==> src/rtl/mem_arbiter_n.sv <==
// N-master shared-memory arbiter: master 0 has high priority and may preempt,
// masters 1..N-1 rotate round-robin, and preemptions are counted.
module mem_arbiter_n #(
   parameter int unsigned N_MASTERS    = 3,
   parameter int unsigned MAX_HOLD     = 2,
   parameter int unsigned PREEMPT_HOLD = 2,
   parameter int unsigned CNT_W        = 32
) (
   input  logic                         clk,
   input  logic                         reset,
   input  logic [N_MASTERS-1:0]         req,
   input  logic [N_MASTERS-1:0]         done,
   output logic [N_MASTERS-1:0]         grant,
   output logic                         grant_valid,
   output logic [$clog2(N_MASTERS)-1:0] grant_id,
   output logic                         preempt_pulse,
   output logic [CNT_W-1:0]             nb_interrupts
);

   localparam int unsigned ID_W     = $clog2(N_MASTERS);
   localparam int unsigned HOLD_MAX = (MAX_HOLD > PREEMPT_HOLD) ? MAX_HOLD : PREEMPT_HOLD;
   localparam int unsigned HOLD_W   = $clog2(HOLD_MAX + 1);

   typedef enum logic [1:0] {
      S_IDLE   = 2'd0,
      S_LP     = 2'd1,
      S_HP     = 2'd2,
      S_HP_PRE = 2'd3
   } state_t;

   state_t            st, st_nxt;
   logic [ID_W-1:0]   owner, owner_nxt;
   logic [HOLD_W-1:0] hold_cnt, hold_nxt;
   logic [ID_W-1:0]   rr_ptr, rr_nxt;
   logic [CNT_W-1:0]  nb_cnt, cnt_nxt;

   logic              lp_found;
   logic [ID_W-1:0]   lp_idx;
   logic              run_full;
   logic              run_lp;

   // State register
   always_ff @(posedge clk or posedge reset) begin
      if (reset) begin
         st       <= S_IDLE;
         owner    <= '0;
         hold_cnt <= '0;
         rr_ptr   <= ID_W'(1);
         nb_cnt   <= '0;
      end else begin
         st       <= st_nxt;
         owner    <= owner_nxt;
         hold_cnt <= hold_nxt;
         rr_ptr   <= rr_nxt;
         nb_cnt   <= cnt_nxt;
      end
   end

   // Round-robin scan of low-priority requesters starting at rr_ptr
   always_comb begin
      int unsigned k;
      k        = 0;
      lp_found = 1'b0;
      lp_idx   = '0;
      for (int unsigned i = 0; i < N_MASTERS - 1; i++) begin
         k = 32'(rr_ptr) + i;
         if (k >= N_MASTERS) k = k - (N_MASTERS - 1);
         if (!lp_found && req[k]) begin
            lp_found = 1'b1;
            lp_idx   = ID_W'(k);
         end
      end
   end

   // Next-state logic; re-arbitration outcomes are applied after the case
   always_comb begin
      st_nxt    = st;
      owner_nxt = owner;
      hold_nxt  = hold_cnt;
      rr_nxt    = rr_ptr;
      cnt_nxt   = nb_cnt;
      run_full  = 1'b0;
      run_lp    = 1'b0;
      case (st)
         S_IDLE: run_full = 1'b1;
         S_LP: begin
            if (done[owner] || hold_cnt == HOLD_W'(MAX_HOLD)) begin
               run_full = 1'b1;
            end else if (req[0]) begin
               st_nxt    = S_HP_PRE;
               owner_nxt = '0;
               hold_nxt  = HOLD_W'(1);
               rr_nxt    = owner;
               if (nb_cnt != {CNT_W{1'b1}}) cnt_nxt = nb_cnt + CNT_W'(1);
            end else begin
               hold_nxt = hold_cnt + HOLD_W'(1);
            end
         end
         S_HP: begin
            if (done[0]) run_lp = 1'b1;
         end
         S_HP_PRE: begin
            if (done[0] || hold_cnt == HOLD_W'(PREEMPT_HOLD)) run_lp = 1'b1;
            else hold_nxt = hold_cnt + HOLD_W'(1);
         end
         default: begin
            st_nxt    = S_IDLE;
            owner_nxt = '0;
            hold_nxt  = '0;
         end
      endcase

      if (run_full && req[0]) begin
         st_nxt    = S_HP;
         owner_nxt = '0;
         hold_nxt  = HOLD_W'(1);
      end else if (run_full || run_lp) begin
         if (lp_found) begin
            st_nxt    = S_LP;
            owner_nxt = lp_idx;
            hold_nxt  = HOLD_W'(1);
            rr_nxt    = (lp_idx == ID_W'(N_MASTERS - 1)) ? ID_W'(1) : lp_idx + ID_W'(1);
         end else begin
            st_nxt    = S_IDLE;
            owner_nxt = '0;
            hold_nxt  = '0;
         end
      end
   end

   // Output decode of registered state only
   always_comb begin
      grant         = '0;
      grant_valid   = 1'b0;
      grant_id      = '0;
      preempt_pulse = 1'b0;
      nb_interrupts = nb_cnt;
      if (st != S_IDLE) begin
         grant[owner] = 1'b1;
         grant_valid  = 1'b1;
         grant_id     = owner;
      end
      if (st == S_HP_PRE && hold_cnt == HOLD_W'(1)) preempt_pulse = 1'b1;
   end

endmodule

==> config.mk <==
export PLATFORM = sky130hd
export DESIGN_NAME = mem_arbiter_n
export DESIGN_NICKNAME = d
export VERILOG_FILES = /design/src/rtl/mem_arbiter_n.sv
export SDC_FILE = /design/constraint.sdc
export NUM_CORES = 1
export LEC_CHECK = 0
export CAP_MARGIN = 20
export CORE_MARGIN = 3
export CORE_UTILIZATION = 45
export CTS_BUF_LIST = sky130_fd_sc_hd__clkbuf_4 sky130_fd_sc_hd__clkbuf_8 sky130_fd_sc_hd__clkbuf_16
export DETAILED_ROUTE_END_ITERATION = 10
export GPL_TIMING_DRIVEN = 1
export PLACE_DENSITY = 0.81
export SKIP_LAST_GASP = 1
export SLEW_MARGIN = 20
export SYNTH_ARGS = -nofsm -noshare
export SYNTH_HDL_FRONTEND = slang
export SYNTH_SLANG_ARGS = --single-unit
export TNS_END_PERCENT = 100
==> constraint.sdc <==
create_clock -name clk -period 2.2 [get_ports clk]
set_input_delay 0.22 -clock clk [delete_from_list [all_inputs] [get_ports clk]]
set_output_delay 0.22 -clock clk [all_outputs]
set_load 0.01 [all_outputs]
==> results.md, run 1 <==
- Most Used Layer, Global Route: met2
- Highest fanout seen on the critical path: 9
- Syn. warnings: 0
- RePlAce Congestion: about 0.85
- Synth Instances: around 220
- Crit path required time: ~2.0 ns
- Synthesized area per cell: 10.3 sq um
- Total iterations of the first detailed-routing run: 5
- Sequential cell area fraction in the yosys report: 0.433
- Initial Util: 0.477
- Grt met3 use: 0.0394
- Flop pwr share: 0.439
- Tightest Pin Transition: 0.508 ns
- Cell Pwr Density: 753 mW/mm^2
- Final setup margin: between 0.1 and 0.15 ns
- Hold Slack: ~0.36 ns
- Vias per cell: roughly 5.6
- Final min period: 2.05 ns
- Antenna-violating nets left: 0
- Post-CTS setup buffers: 0
- Initial antenna violation count: 0
- CP Launch Point: st[0]$_DFFE_PP0P_
- H-Tree Depth: 2
- WL per Instance: 14.9 um
- Standard-cell row count: 25
- Final hold viol count: 0
- CTS tree: done
- Crit-path slowest cell: clkdlybuf4s50_1
- Clock Tree Root: clkbuf_8
- Sw Ratio: 0.332
- Normalized max-slew margin: 0.661
- I/O Pins: between 40 and 50
- Die Y-Extent: a little under 80 um
- Peak Freq: ~490 MHz
- Critical path's top delay family: buffers and inverters
- Comb power frac: 0.330
- Synthesized area: roughly 0.0023 sq mm
- Reg2reg start: hold_cnt[0]$_DFFE_PP0P_
- Worst R2R End: nb_interrupts[27]$_DFFE_PP0P_
- Max VDD drop: around 0.54 mV
- Vias in the first global route: ~1,900
- WP buf/inv: 2
- MaxCap Viol Count: 0
- Setup Viol. Count Final: 0
- Die footprint: between 0.006 and 0.007 sq mm
- Leakage Power: around 1.2 nW
- Die width: about 80 um
- Max Root-Sink Buffers: 2
- Worst Setup Path Type: flip-flop to primary output
- Global-route wire length before repair: approximately 8800 um
- Crit path capture: grant[2]
- Fraction of layout cells with a size suffix above 1: 0.106
- Fillcell total: slightly below 400
- FF+latch count, synth: 40
- Worst R2R Setup Slack: approximately 0.30 ns
- Reg2Reg Depth: 8
- Grt total ovfl: 0
- Hold Path Class: input port to async pin
- Skew final: between 0.006 and 0.007 ns
- Worst setup SP type: flip-flop
- Total track usage: 0.179
- Final instance area: between 0.002 and 0.003 sq mm
- Clk Latency, worst-skew pair: 0.29 ns
- Cell Chain, Critical Path: nor2_1, inv_1, and3_1, clkdlybuf4s50_1
- GR Util met1: 0.244
- DRC Markers: 0
- Post-CTS sizing: 0
- Post-DP HPWL: roughly 3700 um
- ANT cells: 0
- Period utilization: 0.933
- RSZ-0062 raised after global routing: false
- Placed cell count: roughly 330
- Switching power: approximately 0.00073 W
- Syn nets: 235
- Max incr delay on CP: ~0.48 ns
- Worst path arrival time: between 1.5 and 2 ns
- Cell variety after synth: 50
- Routed Wire Length: slightly above 5000 um
- Initial DRC count: 75
- Final Max Tran Viols: 0
- Non-filler instance count after layout: 340
- Final TNS setup: 0 ns
- Vias: about 1,900
- M2 GR Usage: 0.277
- CP Depth: 4
- Cell Int Power: around 0.0015 W
- Pre-CTS setup slack: approximately 0.3 ns
- Core area: between 0.004 and 0.005 sq mm
- P&R area growth vs syn: 26.4%
- Critical Path End Type: primary output
- Largest net degree at the start of global routing: between 40 and 50
- Post-DP Area: approximately 0.0028 sq mm
- Reg clk slew, reported paths: around 0.070 ns
- Clk sink count: 40
- Outcome: complete, no violations
- PortBufs: 46
- Nets: ~280
- CTS Buf Count: 5
- Power share of the clock group: 0.231
- CTS hold repair buffers: 0
[registers in the layout, summed over array words and instances (netlist names)]
signal         cells
nb_interrupts     32
rr_ptr             2
st                 2
owner              2
hold_cnt           2
[layout by cell type (no fill, tap or decap), drive strengths merged, types with 4 or more instances in the layout]
cell type / instances
clkdlybuf4s50: 46
dfrtp: 39
xnor2: 24
nand3: 18
nand4: 16
and3: 13
nor2: 12
inv: 10
nor3: 10
nand2: 9
clkbuf: 8
and2: 7
xor2: 7
and4: 6
buf: 4
nor4: 4
mux2i: 4
[logic make-up (layout without fill, tap and decap cells)]
logic type / after synthesis / in the layout / share of synthesized area
xor gates and xnor gates: 31 / 31 / 0.117
and+or+nand+nor: 105 / 105 / 0.282
buffers and inverters: 19 / 68 / 0.0395
adders and majority gates: 3 / 3 / 0.0162
DFF: 40 / 40 / 0.433
muxes: 7 / 7 / 0.0373
AOI/OAI and AO/OA: 19 / 19 / 0.0746
[worst min path at each step]
stage / end
finish: nb_interrupts[6]$_DFFE_PP0P_
global route: owner[1]$_DFFE_PP0P_
CTS: nb_interrupts[6]$_DFFE_PP0P_
detailed placement: nb_interrupts[28]$_DFFE_PP0P_
global placement: nb_interrupts[28]$_DFFE_PP0P_
floorplan: owner[1]$_DFFE_PP0P_
[power by group through the flow]
stage	Clock, W	Combinational, W	Sequential [W]
floorplan	0	0.000492	0.000949
global placement	0	0.000712	0.000979
detailed placement	0	0.000734	0.000981
CTS	0.000523	0.000737	0.000967
global route	0.000553	0.000804	0.000995
finish	0.000509	0.000728	0.000967
[per-layer routing]
metal	vias to the layer above	routed length (um)
li1	903	-
met1	925	2360
met2	56	2360
met3	6	254
met4	0	92
met5	-	0
[metrics by stage]
step | power, W | utilization
after global routing | 0.00235 | 0.604
after global placement | 0.00169 | 0.585
final | 0.00220 | 0.604
after detailed placement | 0.00171 | 0.585
after CTS | 0.00223 | 0.604
after floorplan | 0.00144 | -
[layout make-up]
cell class                      instances  area (sq um)  share of cell area
Tap cell                               67          83.8              0.0286
Clock buffer                            8          91.3              0.0312
Sequential cell                        40          1000               0.342
Inverter                               10          37.5              0.0128
Timing Repair Buffer                   50           490               0.168
Multi-Input combinational cell        165          1220               0.417
[tightest hold or removal path: stages]
cell and delay (ns):
clkdlybuf4s50_1 0.40, inv_1 0.05, buf_4 0.43
[Yosys cell counts, drive strengths merged]
cell | n | area, sq um
nand4 | 16 | 106
and2b | 1 | 7.51
nand2b | 2 | 12.5
nand2 | 9 | 33.8
o41ai | 1 | 16.3
dfrtp | 39 | 976
or4 | 1 | 7.51
nand3 | 18 | 108
a21o | 1 | 7.51
mux2i | 4 | 52.6
o211ai | 2 | 33.8
or3 | 1 | 6.26
nor3 | 10 | 65.1
dfstp | 1 | 26.3
and3 | 13 | 81.3
nor2b | 2 | 12.5
xnor2 | 24 | 210
o32ai | 3 | 26.3
inv | 10 | 37.5
buf | 9 | 53.8
xor2 | 7 | 61.3
mux2 | 3 | 33.8
ha | 3 | 37.5
and4 | 6 | 52.6
nand3b | 1 | 7.51
a32o | 1 | 10.0
a211o | 1 | 8.76
nor4 | 4 | 43.8
a21boi | 1 | 7.51
o2bb2ai | 1 | 8.76
a21oi | 3 | 15.0
and3b | 1 | 8.76
o22ai | 1 | 6.26
and2 | 7 | 43.8
o211a | 1 | 17.5
nand4b | 1 | 8.76
o21ai | 3 | 15.0
nor2 | 12 | 47.6
Power figures use the tool's default switching activity.
==> run 2, diff against run 1 <==
==> constraint.sdc (replaced) <==
create_clock -name clk -period 2.2 [get_ports clk]
set_input_delay 0.44 -clock clk [delete_from_list [all_inputs] [get_ports clk]]
set_output_delay 0.44 -clock clk [all_outputs]
set_load 0.1 [all_outputs]
==> run 2 against run 1 <==
  * Largest power group is now combinational cells
  * Via count grew 0.42%
  * Highest routed layer unchanged
  * Global-route usage increased by 0.21 points
  * Worst setup slack better by 0.12 ns
  * Critical endpoint is now nb_interrupts[10]$_DFFE_PP0P_
  * Sequential power up 2.2%
  * Clock power is 1% lower
==> results.md, run 2 (synthesis results as in run 1) <==
- Outcome: complete, no violations
- Most frequent cells in the layout: buf_4, xnor2_1, dfrtp_2, dfrtp_1, nand3_1
- Initial DRC count: 83
- Worst setup SP type: flip-flop
- Tightest Pin Transition: between 0.5 and 0.6 ns
- Max Root-Sink Buffers: 2
- Post-DP HPWL: about 3800 um
- WP buf/inv: 2
- Period utilization: 0.879
- Global-route wire length before repair: 8970 um
- Grt total ovfl: 0
- Largest net degree at the start of global routing: 41
- CTS tree: done
- Nets: 288
- Standard-cell row count: 25
- Antenna-violating nets left: 0
- Flop pwr share: 0.336
- Final instance area: 0.00301 sq mm
- MaxCap Viol Count: 0
- RSZ-0062 raised after global routing: false
- Post-CTS setup buffers: 0
- Total track usage: 0.181
- PortBufs: 46
- Vias in the first global route: approximately 1,900
- Die footprint: a little over 0.006 sq mm
- Fin util: 0.620
- CTS hold repair buffers: 0
- Reg clk slew, reported paths: roughly 0.080 ns
- WL per Instance: between 15 and 20 um
- Cell Chain, Critical Path: inv_1, ha_1, and2b_1, o211ai_2, buf_4, nor3_1, nand4_1, xnor2_1
- Initial antenna violation count: 0
- Leakage Power: around 1.3 nW
- Cell Int Power: between 0.0015 and 0.002 W
- RePlAce Congestion: 0.895
- Max incr delay on CP: roughly 0.4 ns
- Skew final: roughly 0.0033 ns
- Routed Wire Length: just over 5000 um
- Max VDD drop: 1.04 mV
- I/O Pins: 47
- Final hold viol count: 0
- Comb power frac: 0.493
- Post-route total power: roughly 0.0029 W
- Cell Pwr Density: approximately 980 mW/mm^2
- Crit path required time: 2.38 ns
- Final TNS setup: 0 ns
- Crit-path slowest cell: dfrtp_1
- Final min period: approximately 1.9 ns
- Peak Freq: roughly 520 MHz
- Initial Util: 0.477
- Clk sink count: 40
- Highest fanout seen on the critical path: 5
- Most common cell after layout, fill and taps aside: buf_4
- Max FFs per register: 32
- ANT cells: 0
- Die Y-Extent: 77.7 um
- Post-DP Area: 0.00292 sq mm
- Worst path arrival time: 2.12 ns
- Hold Path Class: flip-flop to flip-flop
- Sw Ratio: 0.460
- H-Tree Depth: 2
- Total iterations of the first detailed-routing run: 4
- Critical path's top delay family: simple AND/OR/NAND/NOR gates
- Clk Latency, worst-skew pair: around 0.29 ns
- Clock Tree Root: clkbuf_8
- Worst Setup Path Type: flip-flop to flip-flop
- Power share of the clock group: 0.171
- Fraction of layout cells with a size suffix above 1: 0.363
- Post-CTS sizing: 0
- Critical Path End Type: flip-flop
- P&R area growth vs syn: 29.9%
- Pre-CTS setup slack: just under 0.07 ns
- Normalized max-slew margin: 0.664
- Die width: roughly 78 um
- Final setup margin: ~0.27 ns
- DRC Markers: 0
- Setup Viol. Count Final: 0
- Final Max Tran Viols: 0
- Vias: approximately 1,900
- Vias per cell: 5.50
- Switching power: 0.00135 W
- Core area: between 0.004 and 0.005 sq mm
- CTS Buf Count: 5
run 2: worst paths after layout:
| kind | startpoint | end | slack (ns) | cells after the start |
|---|---|---|---|---|
| worst max-delay path | hold_cnt[0]$_DFFE_PP0P_ | nb_interrupts[10]$_DFFE_PP0P_ | 0.27 | 8 |
| worst min-delay path | nb_interrupts[20]$_DFFE_PP0P_ | nb_interrupts[20]$_DFFE_PP0P_ | 0.47 | 1 |
| worst max register to register | hold_cnt[0]$_DFFE_PP0P_ | nb_interrupts[10]$_DFFE_PP0P_ | 0.27 | 8 |
| worst min register to register | nb_interrupts[20]$_DFFE_PP0P_ | nb_interrupts[20]$_DFFE_PP0P_ | 0.47 | 1 |
| max in group asynchronous | reset | nb_interrupts[5]$_DFFE_PP0P_ | 1.25 | 3 |
| min in group asynchronous | reset | owner[1]$_DFFE_PP0P_ | 0.56 | 3 |
run 2: metal layers:
metal  GRT usage  vias to the layer above  share of wire  wire length, um
met1       0.235                      924           0.45             2330
met4      0.0747                        0         0.0098               51
met5           0                        -              0                0
met3      0.0360                        6          0.054              278
li1            -                      913              -                -
met2       0.295                       55           0.49             2530
run 2: cell type report:
cell class | count | area [sq um]
Clock buffer | 6 | 82.6
Multi-Input combinational cell | 165 | 1240
Timing Repair Buffer | 55 | 518
Sequential cell | 40 | 1030
Inverter | 10 | 41.3
Tap cell | 67 | 83.8
Fill cell | 426 | 1840
Clock inverter | 2 | 10.0
run 2: through the flow:
step	cells	hold WS, ns
floorplan	224	0.538
global placement	337	0.464
detailed placement	337	0.463
CTS	345	0.477
global route	345	0.500
finish	345	0.474
run 2: power groups by stage:
stage	clock (W)	combinational, W	sequential [W]
after global routing	0.000547	0.00152	0.00101
final	0.000504	0.00145	0.000988
after detailed placement	0	0.00146	0.00100
after floorplan	0	0.000830	0.00120
after CTS	0.000518	0.00146	0.000987
after global placement	0	0.00144	0.000994
